<file path="config.mk">
export PLATFORM = sky130hd
export DESIGN_NAME = rf_alu_unit_flat
export DESIGN_NICKNAME = d
export VERILOG_FILES = /design/src/rtl/rf_alu_unit_if.sv /design/src/rtl/rf_alu_unit.sv /design/src/flat_wrapper.sv
export SDC_FILE = /design/constraint.sdc
export NUM_CORES = 2
export LEC_CHECK = 0
export BUFFER_PORTS_ARGS = -buffer_cell sky130_fd_sc_hd__buf_2
export CAP_MARGIN = 20
export CORE_ASPECT_RATIO = 1.5
export CORE_MARGIN = 2
export CORE_UTILIZATION = 45
export DETAILED_ROUTE_END_ITERATION = 8
export GPL_TIMING_DRIVEN = 0
export SLEW_MARGIN = 20
export SYNTH_ARGS = -nofsm -noshare
export SYNTH_HDL_FRONTEND = slang
export SYNTH_SLANG_ARGS = --single-unit
export TNS_END_PERCENT = 10
</file>
<file path="constraint.sdc">
create_clock -name clk -period 40 [get_ports clk]
set_input_delay 4 -clock clk [delete_from_list [all_inputs] [get_ports clk]]
set_output_delay 4 -clock clk [all_outputs]
set_load 0.01 [all_outputs]
</file>
<file path="src/rtl/rf_alu_unit_if.sv">
`default_nettype none
// rf_alu_unit_if: decode/writeback-side bundle for the register file + ALU execute core.
// Revision: 1.0
interface rf_alu_unit_if #(
   parameter int DATA_W = 32,
   parameter int IDX_W  = 5
);
   logic [IDX_W-1:0]  readReg1;
   logic [IDX_W-1:0]  readReg2;
   logic [IDX_W-1:0]  writeReg;
   logic [DATA_W-1:0] writeData;
   logic              write;
   logic              alu_src;
   logic [DATA_W-1:0] imm;
   logic [3:0]        alu_op;
   logic [DATA_W-1:0] readData1;
   logic [DATA_W-1:0] readData2;
   logic [DATA_W-1:0] result;
   logic              zero;

   modport master (
      output readReg1, readReg2, writeReg, writeData, write, alu_src, imm, alu_op,
      input  readData1, readData2, result, zero
   );

   modport slave (
      input  readReg1, readReg2, writeReg, writeData, write, alu_src, imm, alu_op,
      output readData1, readData2, result, zero
   );
endinterface
`default_nettype wire

</file>
<file path="src/rtl/rf_alu_unit.sv">
`default_nettype none
// rf_alu_unit: 32x32 register file (2R/1W, x0 hardwired to zero) feeding a combinational RV32I ALU.
// Revision: 1.0
module rf_alu_unit #(
   parameter int DATA_W = 32,
   parameter int NREGS  = 32
) (
   input  wire             clk,
   input  wire             rst,
   rf_alu_unit_if.slave    bus
);
   localparam int IDX_W = $clog2(NREGS);

   localparam logic [3:0] ALU_AND = 4'b0000;
   localparam logic [3:0] ALU_OR  = 4'b0001;
   localparam logic [3:0] ALU_ADD = 4'b0010;
   localparam logic [3:0] ALU_SUB = 4'b0110;
   localparam logic [3:0] ALU_SLT = 4'b0111;
   localparam logic [3:0] ALU_SRL = 4'b1000;
   localparam logic [3:0] ALU_SLL = 4'b1001;
   localparam logic [3:0] ALU_SRA = 4'b1010;
   localparam logic [3:0] ALU_XOR = 4'b1101;

   logic [DATA_W-1:0] regs_q [NREGS];
   logic [DATA_W-1:0] op1_w;
   logic [DATA_W-1:0] op2_w;
   logic [4:0]        shamt_w;
   logic [DATA_W-1:0] result_w;

   // Index 0 is never written, so it keeps its reset value of zero.
   always_ff @(posedge clk or posedge rst) begin
      if (rst) begin
         for (int i = 0; i < NREGS; i++) begin
            regs_q[i] <= '0;
         end
      end else if (bus.write && (bus.writeReg != '0)) begin
         regs_q[bus.writeReg] <= bus.writeData;
      end
   end

   always_comb begin
      bus.readData1 = (bus.readReg1 == '0) ? '0 : regs_q[bus.readReg1];
      bus.readData2 = (bus.readReg2 == '0) ? '0 : regs_q[bus.readReg2];
   end

   assign op1_w   = bus.readData1;
   assign op2_w   = bus.alu_src ? bus.imm : bus.readData2;
   assign shamt_w = op2_w[4:0];

   always_comb begin
      result_w = '0;
      case (bus.alu_op)
         ALU_AND: result_w = op1_w & op2_w;
         ALU_OR:  result_w = op1_w | op2_w;
         ALU_ADD: result_w = op1_w + op2_w;
         ALU_SUB: result_w = op1_w - op2_w;
         ALU_SLT: result_w = {{(DATA_W-1){1'b0}}, ($signed(op1_w) < $signed(op2_w))};
         ALU_SRL: result_w = op1_w >> shamt_w;
         ALU_SLL: result_w = op1_w << shamt_w;
         ALU_SRA: result_w = $unsigned($signed(op1_w) >>> shamt_w);
         ALU_XOR: result_w = op1_w ^ op2_w;
         default: result_w = '0;
      endcase
   end

   assign bus.result = result_w;
   assign bus.zero   = (result_w == '0);
endmodule
`default_nettype wire

</file>
<file path="src/flat_wrapper.sv">
// flat-port wrapper written by rule: the top's interface ports become plain ports
module rf_alu_unit_flat 
#(
   parameter int DATA_W = 32,
   parameter int NREGS  = 32
)
  (clk, rst, bus_readReg1, bus_readReg2, bus_writeReg, bus_writeData, bus_write, bus_alu_src, bus_imm, bus_alu_op, bus_readData1, bus_readData2, bus_result, bus_zero);
  rf_alu_unit_if #(.DATA_W(DATA_W), .IDX_W(5)) bus_i ();
  input  wire clk;
  input  wire rst;
  input wire logic [$bits(bus_i.readReg1)-1:0] bus_readReg1;
  input wire logic [$bits(bus_i.readReg2)-1:0] bus_readReg2;
  input wire logic [$bits(bus_i.writeReg)-1:0] bus_writeReg;
  input wire logic [$bits(bus_i.writeData)-1:0] bus_writeData;
  input wire logic [$bits(bus_i.write)-1:0] bus_write;
  input wire logic [$bits(bus_i.alu_src)-1:0] bus_alu_src;
  input wire logic [$bits(bus_i.imm)-1:0] bus_imm;
  input wire logic [$bits(bus_i.alu_op)-1:0] bus_alu_op;
  output wire logic [$bits(bus_i.readData1)-1:0] bus_readData1;
  output wire logic [$bits(bus_i.readData2)-1:0] bus_readData2;
  output wire logic [$bits(bus_i.result)-1:0] bus_result;
  output wire logic [$bits(bus_i.zero)-1:0] bus_zero;
  assign bus_i.readReg1 = bus_readReg1;
  assign bus_i.readReg2 = bus_readReg2;
  assign bus_i.writeReg = bus_writeReg;
  assign bus_i.writeData = bus_writeData;
  assign bus_i.write = bus_write;
  assign bus_i.alu_src = bus_alu_src;
  assign bus_i.imm = bus_imm;
  assign bus_i.alu_op = bus_alu_op;
  assign bus_readData1 = bus_i.readData1;
  assign bus_readData2 = bus_i.readData2;
  assign bus_result = bus_i.result;
  assign bus_zero = bus_i.zero;
  rf_alu_unit #(.DATA_W(DATA_W), .NREGS(NREGS)) u_core (.clk(clk), .rst(rst), .bus(bus_i));
endmodule
</file>
==> qor.yml <==
post_drt_wl_per_cell_microns: 50.22
drt_iter0_drc: 7586
switchingPower_uw: 1318
std_cell_rows: 169
crit_slowest_cell: "xor2_1"
fin_crit_sh_pct: 49.82
tightest_slew_ns: 1.659
min-delay-start: "u_core.regs_q[1011]$_DFFE_PP0P_"
gr-usage-all-layers_pct: 51.53
leakage_uw: 0.03138
path_delay_family: "compound AO/OA/AOI/OAI gates"
antenna_found_initial: 42
hp-class: "flop to flop"
cts_hold_buffers: 0
drive_gt1_share_pct: 41.99
yosys.area.top_type_share_pct: 40.12
rsz0062_at_grt: "no"
p_comb_share_pct: 34.0
cts_setup_buffers: 0
cp.depth: 32
p_per_area_nw_per_um2: 49.65
clock-root-buffer: "clkbuf_16"
largest_reg_flops: 1024
first_pass_iters: 8
yosys.cell_types.count: 90
hold-path-cell-count: 1
violations: "max-capacitance violations, max-slew violations"
cp.required_ns: 36.00
synthArstFlopShare_pct: 100.0
dpl.hpwl_mm: 276.9
syn-cell-area_sq_um: 63880
final_area_sq_um: 72220
p_int_uw: 2268
reg2regPathDepth: 1
fin_util_pct: 51.13
insertion_delay_ns: 0.73
fillCellCount: 12590
top_register: "u_core.regs_q"
grt_pass1_vias: 54460
fin_tns_setup_ns: 0
overflow: 0
h-tree-depth: 3
clkTransAtPathRegs_ns: 0.07
synth_area_leaders: "dfrtp_1, mux2_2, mux4_2"
synth_top_area_cell: "dfrtp_1"
ioPinCount: 184
cts_tree: "done"
path_max_fanout: 11
largest_registers: "u_core.regs_q x1024"
p_total_uw: 3586
die_w_microns: 311.6
vias: 54850
start_util_pct: 45.22
cp_slowest_stage_delay_ns: 1.27
min_to: "u_core.regs_q[1011]$_DFFE_PP0P_"
start_kind: "input port"
power.share.switching_pct: 36.75
yosys_register_bits: 1024
die-area_sq_um: 145000
final_common_cell: "dfrtp_1"
ys_seq_area_share_pct: 40.12
mostFrequentLayoutCells: "dfrtp_1, mux2_2, mux4_2"
maxCapViolCount: 1
place_ws_ns: 20.87
synth_nets: 5255
crit_arrival_ns: 15.93
clock_path_buffers: 3
via_per_inst: 7.376
p_clk_share_pct: 27.3
hold_violations: 0
num-nets-final: 5618
dpl_cell_area_sq_um: 68760
numCtsBuffers: 96
synthCells: 5069
regToRegEndpoint: "u_core.regs_q[300]$_DFFE_PP0P_"
crit_top_cell: "buf_2"
wl_mm: 373.5
drc: 0
fin_worst_skew_ns: 0
synth_ff_type: "dfrtp_1"
cts_resized: 0
cp-end-kind: "primary output"
setup_ws_ns: 20.07
port_buffers: 177
pwr-share-seq_pct: 38.7
core_area_sq_um: 141300
avgSynthCellArea_sq_um: 12.60
die_h_microns: 465.4
syn2layout_area_growth_pct: 13.07
gp_congestion: 1.109
postRouteAntennaNets: 0
irDropWorstVdd_v: 0.00004445
finalCriticalPeriod_ns: 19.93
slew_headroom_pct: -10.98
r2r_slack_ns: 39.18
cts.sinks: 1024
drv_slew: 3
setup_viol: 0
critPathKind: "input port to primary output"
synth_warnings: 0
synth-edff-count: 0
grt_pass1_wl_mm: 498.1
crit_buf_inv: 11
fmax_ghz: 0.05018
grt_max_degree: 107
r2r-start: "u_core.regs_q[300]$_DFFE_PP0P_"
outcome: "finished, violations left"
how the worst max path moves through the flow:
stage / slack [ns] / to / startpoint
finish: 20.07 / bus_zero / bus_readReg2[1]
global route: 20.38 / bus_zero / bus_readReg2[1]
CTS: 20.86 / bus_zero / bus_readReg2[1]
detailed placement: 20.87 / bus_zero / bus_readReg2[1]
global placement: -4.44 / u_core.regs_q[1013]$_DFFE_PP0P_ / rst
floorplan: 7.18 / u_core.regs_q[0]$_DFFE_PP0P_ / rst
area by class of cell:
class                           count  area [sq um]  share of cell area (%)
Multi-Input combinational cell   3429         35900                   49.70
Sequential cell                  1024         25620                   35.48
Clock buffer                      137          2768                   3.832
Buffer                            511          2427                   3.361
Tap cell                         1881          2354                   3.259
Timing Repair Buffer              265          2195                   3.039
Clock inverter                     37         440.4                  0.6098
Inverter                          105         401.6                  0.5561
Antenna cell                       47         117.6                  0.1628
per-stage QoR:
step / cells / hold WS [ns]
final: 7436 / 0.4846
after floorplan: 5069 / 0.4413
after CTS: 7382 / 0.4854
after global routing: 7400 / 0.5037
after global placement: 7127 / 0.4558
after detailed placement: 7208 / 0.4691
cell usage after synthesis (all sizes together), types with 25 or more instances:
cell type and n:
nor3 54, inv 100, a21oi 189, clkbuf 315
nand2 214, a22oi 81, nor2 191, o31ai 26
nand3 66, a31oi 28, mux4 506, o211ai 53
o22ai 51, a211oi 38, o21ai 154, and3 25
ha 97, dfrtp 1024, mux2 1016, mux2i 241
buf 196
power by group through the flow:
stage / Clock (uW) / Combinational (uW) / Sequential [uW]
floorplan: 0 / 707 / 1340
global placement: 0 / 1120 / 1390
detailed placement: 0 / 1150 / 1390
CTS: 970 / 1150 / 1380
global route: 1010 / 1240 / 1400
finish: 979 / 1220 / 1390
cells by family (layout without fill, tap and decap cells):
| logic type | after synthesis | in the layout | synth area share, % |
|---|---|---|---|
| AO/OA/AOI/OAI | 817 | 817 | 8.491 |
| XOR/XNOR | 25 | 25 | 0.3428 |
| adder cells (fa/ha/maj) | 99 | 99 | 1.963 |
| buffers and inverters | 616 | 1055 | 4.078 |
| flip-flops | 1024 | 1024 | 40.12 |
| multiplexers | 1763 | 1763 | 39.55 |
| other | 0 | 47 | 0 |
| AND/OR/NAND/NOR | 725 | 725 | 5.463 |
per-layer routing:
metal,vias up,part of all wire (%),GRT usage (%)
met4,24,14,57.87
met3,2004,11,20.56
met5,-,0.15,2.240
met2,4494,45,78.80
li1,20200,-,-
met1,28120,30,50.06
Note: power is estimated with default switching activity, not from simulation.
